File: src/rtl/tpu_pkg.sv
// Shared types and helpers for the TPU tile buffering datapath.
package tpu_pkg;

  localparam int unsigned DEF_DATA_W = 8;
  localparam int unsigned DEF_SIZE   = 2;

  // Tile at the default geometry. Parametrised modules declare their own
  // tile type with the same shape, tile[row][col][bit], because a package
  // typedef cannot take module parameters.
  typedef logic [DEF_SIZE-1:0][DEF_SIZE-1:0][DEF_DATA_W-1:0] tile_t;

  // Ring-buffer pointer increment for any depth, including non powers of two.
  function automatic int unsigned ptr_inc(input int unsigned ptr,
                                          input int unsigned depth);
    return (ptr >= depth - 1) ? 0 : ptr + 1;
  endfunction

endpackage

File: src/rtl/tile_transpose.sv
// Purely combinational tile transpose: o_tile[r][c] = i_tile[c][r].
module tile_transpose
  import tpu_pkg::*;
#(
  parameter int unsigned DATA_W = DEF_DATA_W,
  parameter int unsigned SIZE   = DEF_SIZE
) (
  input  logic [SIZE-1:0][SIZE-1:0][DATA_W-1:0] i_tile,
  output logic [SIZE-1:0][SIZE-1:0][DATA_W-1:0] o_tile
);

  for (genvar r = 0; r < SIZE; r++) begin : g_row
    for (genvar c = 0; c < SIZE; c++) begin : g_col
      assign o_tile[r][c] = i_tile[c][r];
    end
  end

endmodule

File: src/rtl/tile_fifo_xpose.sv
// Tile FIFO between the tile loader and the systolic array, with optional
// transpose on pop, flush, almost-full/empty levels and sticky error flags.
module tile_fifo_xpose
  import tpu_pkg::*;
#(
  parameter int unsigned DATA_W   = DEF_DATA_W,
  parameter int unsigned SIZE     = DEF_SIZE,
  parameter int unsigned DEPTH    = 3,
  parameter int unsigned AF_LEVEL = DEPTH - 1,
  parameter int unsigned AE_LEVEL = 1
) (
  input  logic                                  clk,
  input  logic                                  rst,
  input  logic                                  flush,
  input  logic                                  push,
  input  logic [SIZE-1:0][SIZE-1:0][DATA_W-1:0] din,
  output logic                                  push_rdy,
  input  logic                                  pop,
  input  logic                                  pop_t,
  output logic                                  pop_rdy,
  output logic [SIZE-1:0][SIZE-1:0][DATA_W-1:0] dout,
  output logic [$clog2(DEPTH+1)-1:0]            count,
  output logic                                  almost_full,
  output logic                                  almost_empty,
  output logic                                  err_ovf,
  output logic                                  err_udf
);

  localparam int unsigned PTR_W = $clog2(DEPTH);
  localparam int unsigned CNT_W = $clog2(DEPTH + 1);

  localparam logic [CNT_W-1:0] FULL_CNT = CNT_W'(DEPTH);
  localparam logic [CNT_W-1:0] AF_CNT   = CNT_W'(AF_LEVEL);
  localparam logic [CNT_W-1:0] AE_CNT   = CNT_W'(AE_LEVEL);

  typedef logic [SIZE-1:0][SIZE-1:0][DATA_W-1:0] tile_t;

  tile_t             r_mem [DEPTH];
  logic [PTR_W-1:0]  r_wptr;
  logic [PTR_W-1:0]  r_rptr;
  logic [CNT_W-1:0]  r_count;
  tile_t             r_dout;
  logic              r_err_ovf;
  logic              r_err_udf;

  logic              w_push_rdy;
  logic              w_pop_rdy;
  logic              w_push_ok;
  logic              w_pop_ok;
  logic [PTR_W-1:0]  w_wptr_nxt;
  logic [PTR_W-1:0]  w_rptr_nxt;
  tile_t             w_head;
  tile_t             w_head_t;
  tile_t             w_dout_nxt;

  // Readiness comes from the count register only; no look-ahead on pop.
  assign w_push_rdy = (r_count < FULL_CNT);
  assign w_pop_rdy  = (r_count != '0);

  // Flush and reset suppress transfers, so they also suppress the error flags.
  assign w_push_ok  = push && w_push_rdy && !flush;
  assign w_pop_ok   = pop  && w_pop_rdy  && !flush;

  assign w_wptr_nxt = PTR_W'(ptr_inc(32'(r_wptr), DEPTH));
  assign w_rptr_nxt = PTR_W'(ptr_inc(32'(r_rptr), DEPTH));

  assign w_head = r_mem[r_rptr];

  tile_transpose #(
    .DATA_W (DATA_W),
    .SIZE   (SIZE)
  ) u_transpose (
    .i_tile (w_head),
    .o_tile (w_head_t)
  );

  assign w_dout_nxt = pop_t ? w_head_t : w_head;

  // NOTE: storage has no reset; the count and pointers alone decide which
  // slots hold valid tiles, and leaving the array unreset keeps it in RAM.
  always_ff @(posedge clk) begin
    if (!rst && w_push_ok) begin
      r_mem[r_wptr] <= din;
    end
  end

  // NOTE: every register here uses <= so all updates see pre-edge values,
  // which is what lets a simultaneous pop read the old head without bypass.
  always_ff @(posedge clk) begin
    if (rst) begin
      r_wptr    <= '0;
      r_rptr    <= '0;
      r_count   <= '0;
      r_dout    <= '0;
      r_err_ovf <= 1'b0;
      r_err_udf <= 1'b0;
    end else if (flush) begin
      r_wptr  <= '0;
      r_rptr  <= '0;
      r_count <= '0;
    end else begin
      if (push && !w_push_rdy) r_err_ovf <= 1'b1;
      if (pop  && !w_pop_rdy)  r_err_udf <= 1'b1;

      if (w_push_ok) r_wptr <= w_wptr_nxt;

      if (w_pop_ok) begin
        r_dout <= w_dout_nxt;
        r_rptr <= w_rptr_nxt;
      end

      unique case ({w_push_ok, w_pop_ok})
        2'b10:   r_count <= r_count + CNT_W'(1);
        2'b01:   r_count <= r_count - CNT_W'(1);
        default: r_count <= r_count;
      endcase
    end
  end

  assign push_rdy     = w_push_rdy;
  assign pop_rdy      = w_pop_rdy;
  assign dout         = r_dout;
  assign count        = r_count;
  assign almost_full  = (r_count >= AF_CNT);
  assign almost_empty = (r_count <= AE_CNT);
  assign err_ovf      = r_err_ovf;
  assign err_udf      = r_err_udf;

endmodule

File: config.mk
export PLATFORM = sky130hd
export DESIGN_NAME = tile_fifo_xpose
export DESIGN_NICKNAME = d
export VERILOG_FILES = /design/src/rtl/tpu_pkg.sv /design/src/rtl/tile_transpose.sv /design/src/rtl/tile_fifo_xpose.sv
export SDC_FILE = /design/constraint.sdc
export NUM_CORES = 1
export LEC_CHECK = 0
export CAP_MARGIN = 20
export CORE_UTILIZATION = 40
export CTS_CLUSTER_DIAMETER = 120
export DETAILED_ROUTE_END_ITERATION = 7
export GPL_TIMING_DRIVEN = 0
export PLACE_DENSITY = 0.61
export SETUP_SLACK_MARGIN = 0.02
export SLEW_MARGIN = 20
export SYNTH_ARGS = -nofsm -noshare
export SYNTH_HDL_FRONTEND = slang
export SYNTH_HIERARCHICAL = 1
export SYNTH_SLANG_ARGS = --single-unit
File: constraint.sdc
create_clock -name clk -period 6.56 [get_ports clk]
set_input_delay 1.968 -clock clk [delete_from_list [all_inputs] [get_ports clk]]
set_output_delay 1.968 -clock clk [all_outputs]
set_load 0.02 [all_outputs]
==> flow_metrics.env <==
export IMPL_status="finished, final reports clean"
export IMPL_maxSlewViolCount=0
export IMPL_critPathLaunchType="input pin"
export IMPL_hp_class="flop to flop"
export IMPL_r2r_start="count[0]"
export IMPL_vias_per_cell=5.48
export IMPL_wl_met2_um=8000
export IMPL_cp_arrival_ps=4630
export IMPL_gp_congestion=0.804
export IMPL_rsz0062_at_grt="no"
export IMPL_ys_ff_latch=138
export IMPL_critPathMaxFanout=10
export IMPL_cts_tree="built"
export IMPL_synth_common_cells="edfxtp_1 (96), nor2b_1 (67), dfxtp_1 (42), nor2_1 (42), buf_4 (34)"
export IMPL_nets=655
export IMPL_initial_core_util_pct=40.8
export IMPL_cp_required_ps=6680
export IMPL_final_setup_tns_ps=0
export IMPL_cts_sinks=138
export IMPL_p_leak_nw=2.79
export IMPL_hold_end="dout[12]"
export IMPL_die_w_um=126
export IMPL_wl_met3_um=950
export IMPL_ctsResizeCount=0
export IMPL_drive_above_1_share_pct=15.0
export IMPL_finalCriticalPeriod_ps=4510
export IMPL_fillerInstances=1269
export IMPL_yosys_area_top_type="edfxtp_1"
export IMPL_wl_per_cell_um=19.6
export IMPL_drtPass1Iterations=5
export IMPL_power_density_nw_per_um2=263
export IMPL_r2r_worst_path_cells=6
export IMPL_rrSetupSlack_ps=3500
export IMPL_wl_um=15900
export IMPL_tightestPinTransition_ps=837
export IMPL_synthFlopType="edfxtp_1"
export IMPL_synth_most_common_cell="edfxtp_1"
export IMPL_hpwl_um=11100
export IMPL_drt_iter0_drc=293
export IMPL_drt_met1_wl_um=6640
export IMPL_syn_area_um2=6170
export IMPL_clock_skew_ps=6.53
export IMPL_synthCells=509
export IMPL_dieArea_um2=15900
export IMPL_synth_avg_cell_area_um2=12.1
export IMPL_yosysUniqueCellTypes=27
export IMPL_io_buffers=76
export IMPL_fin_total_pwr_mw=2.07
export IMPL_grt_pass1_wl_um=24600
export IMPL_pin_count=78
export IMPL_core_um2=15100
export IMPL_vias=4455
export IMPL_cts_made_buffers=17
export IMPL_timing_hold_ws_ps=466
export IMPL_syn_nets=552
export IMPL_highest_layer="met4"
export IMPL_min_delay_start="dout[12]"
export IMPL_grt_max_degree=18
export IMPL_synth_async_reset_ratio_pct=0
export IMPL_setup_viol=0
export IMPL_slew_headroom_pct=43.9
export IMPL_htree_num_levels=4
export IMPL_synth_area_leaders="edfxtp_1 (47%), dfxtp_1 (14%), nor2b_1 (6.8%)"
export IMPL_clkTransAtPathRegs_ps=60
export IMPL_hold_violations=0
export IMPL_ir_drop_uv=202
export IMPL_seq_area_frac_synth_pct=60.3
export IMPL_diodes=0
export IMPL_clk_path_buf_depth=2
export IMPL_hold_depth=1
export IMPL_cts_root_buf="clkbuf_16"
export IMPL_cts_setup_buffers=0
export IMPL_fp_dieH_um=126
export IMPL_syn_to_final_growth_pct=27.8
export IMPL_drc_errors=0
export IMPL_synth_edf_count=96
export IMPL_grt_use_total_pct=21.1
export IMPL_crit_type="input pin to flop"
export IMPL_cts_hold_buf=0
export IMPL_fp_row_count=45
export IMPL_clkLatencyLatePin_ps=420
export IMPL_grt_pass1_vias=4468
export IMPL_period_share_pct=68.8
export IMPL_synth_top_area_share_pct=46.7
export IMPL_grt_overflow=0
export IMPL_final_antenna_net_count=0
export IMPL_max_cap_violations=0
export IMPL_antenna_found_initial=0
export IMPL_fin_util_pct=52.1
export IMPL_yosysWarningCount=6
export IMPL_endpoint_kind="flop"
export IMPL_worstReg2RegEnd="r_mem[2][22]"
export IMPL_fmax_ghz=0.222
## worst max-delay path: stages
cell,delay (ps)
clkdlybuf4s50_1,470
nor3b_1,610
nand2b_1,280
nor3b_2,740
buf_4,330
buf_4,220
## how the worst max path moves through the flow
stage	startpoint	endpoint	slack [ps]	cells after the start
global placement	flush	r_mem[2][10]	-1530	4
finish	flush	r_mem[2][22]	2050	6
CTS	flush	r_mem[2][22]	1980	6
detailed placement	flush	r_mem[2][10]	1600	6
floorplan	flush	r_mem[2][0]	1120	3
global route	flush	r_mem[2][22]	1810	6
## cell type report
cell class | count | area, µm² | area share [%]
repair buffers | 84 | 845 | 10.7
clock buffers | 25 | 505 | 6.41
flip-flops and latches | 138 | 3720 | 47.2
inverters | 6 | 22.5 | 0.285
plain buffers | 72 | 444 | 5.63
multi-input cells | 293 | 2000 | 25.4
well taps | 188 | 235 | 2.98
clock inverters | 7 | 113 | 1.43
## per-stage QoR
step	area [µm²]	std cells	setup slack [ps]
floorplan	6170	509	1120
global placement	7170	773	-1530
detailed placement	7270	781	1600
CTS	7890	813	1980
global route	7890	813	1810
finish	7890	813	2050
## cells by family after synthesis
group                      after synthesis  share of synthesized area, %
adders and majority gates                5                          1.01
AOI/OAI and AO/OA                      132                          17.9
xor gates and xnor gates                 2                         0.284
buffers and inverters                   78                          7.56
and+or+nand+nor                        151                          12.4
DFF                                    138                          60.3
muxes                                    3                         0.486
## layer usage
metal  global-route usage (%)  up-vias
met5                        0        -
met4                     9.07        0
met3                     4.84       24
met2                     35.7      166
met1                     25.9     2173
li1                         -     2092
## flip-flops by register name (all words and copies together), names as in the netlist, named ones only
register / count
dout: 32
count: 2
err_udf: 1
r_mem: 96
r_wptr: 2
r_rptr: 2
err_ovf: 1
## layout by cell type (no fill, tap or decap), types with 5 or more instances in the layout
cell type / n
buf_6: 5
nand2_1: 32
ha_1: 5
nor2b_1: 66
clkbuf_8: 5
o21ai_0: 28
buf_2: 13
a32o_1: 32
dfxtp_1: 42
a2111o_1: 32
clkbuf_1: 21
buf_4: 40
a211oi_1: 33
inv_1: 6
clkdlybuf4s50_1: 76
nor2_1: 42
edfxtp_1: 96
clkbuf_16: 17
## power by group
part | internal (mW) | switching [mW]
Sequential | 0.944 | 0.00553
Clock | 0.646 | 0.341
Combinational | 0.0671 | 0.0703
Total | 1.66 | 0.417
Power figures use the tool's default switching activity.
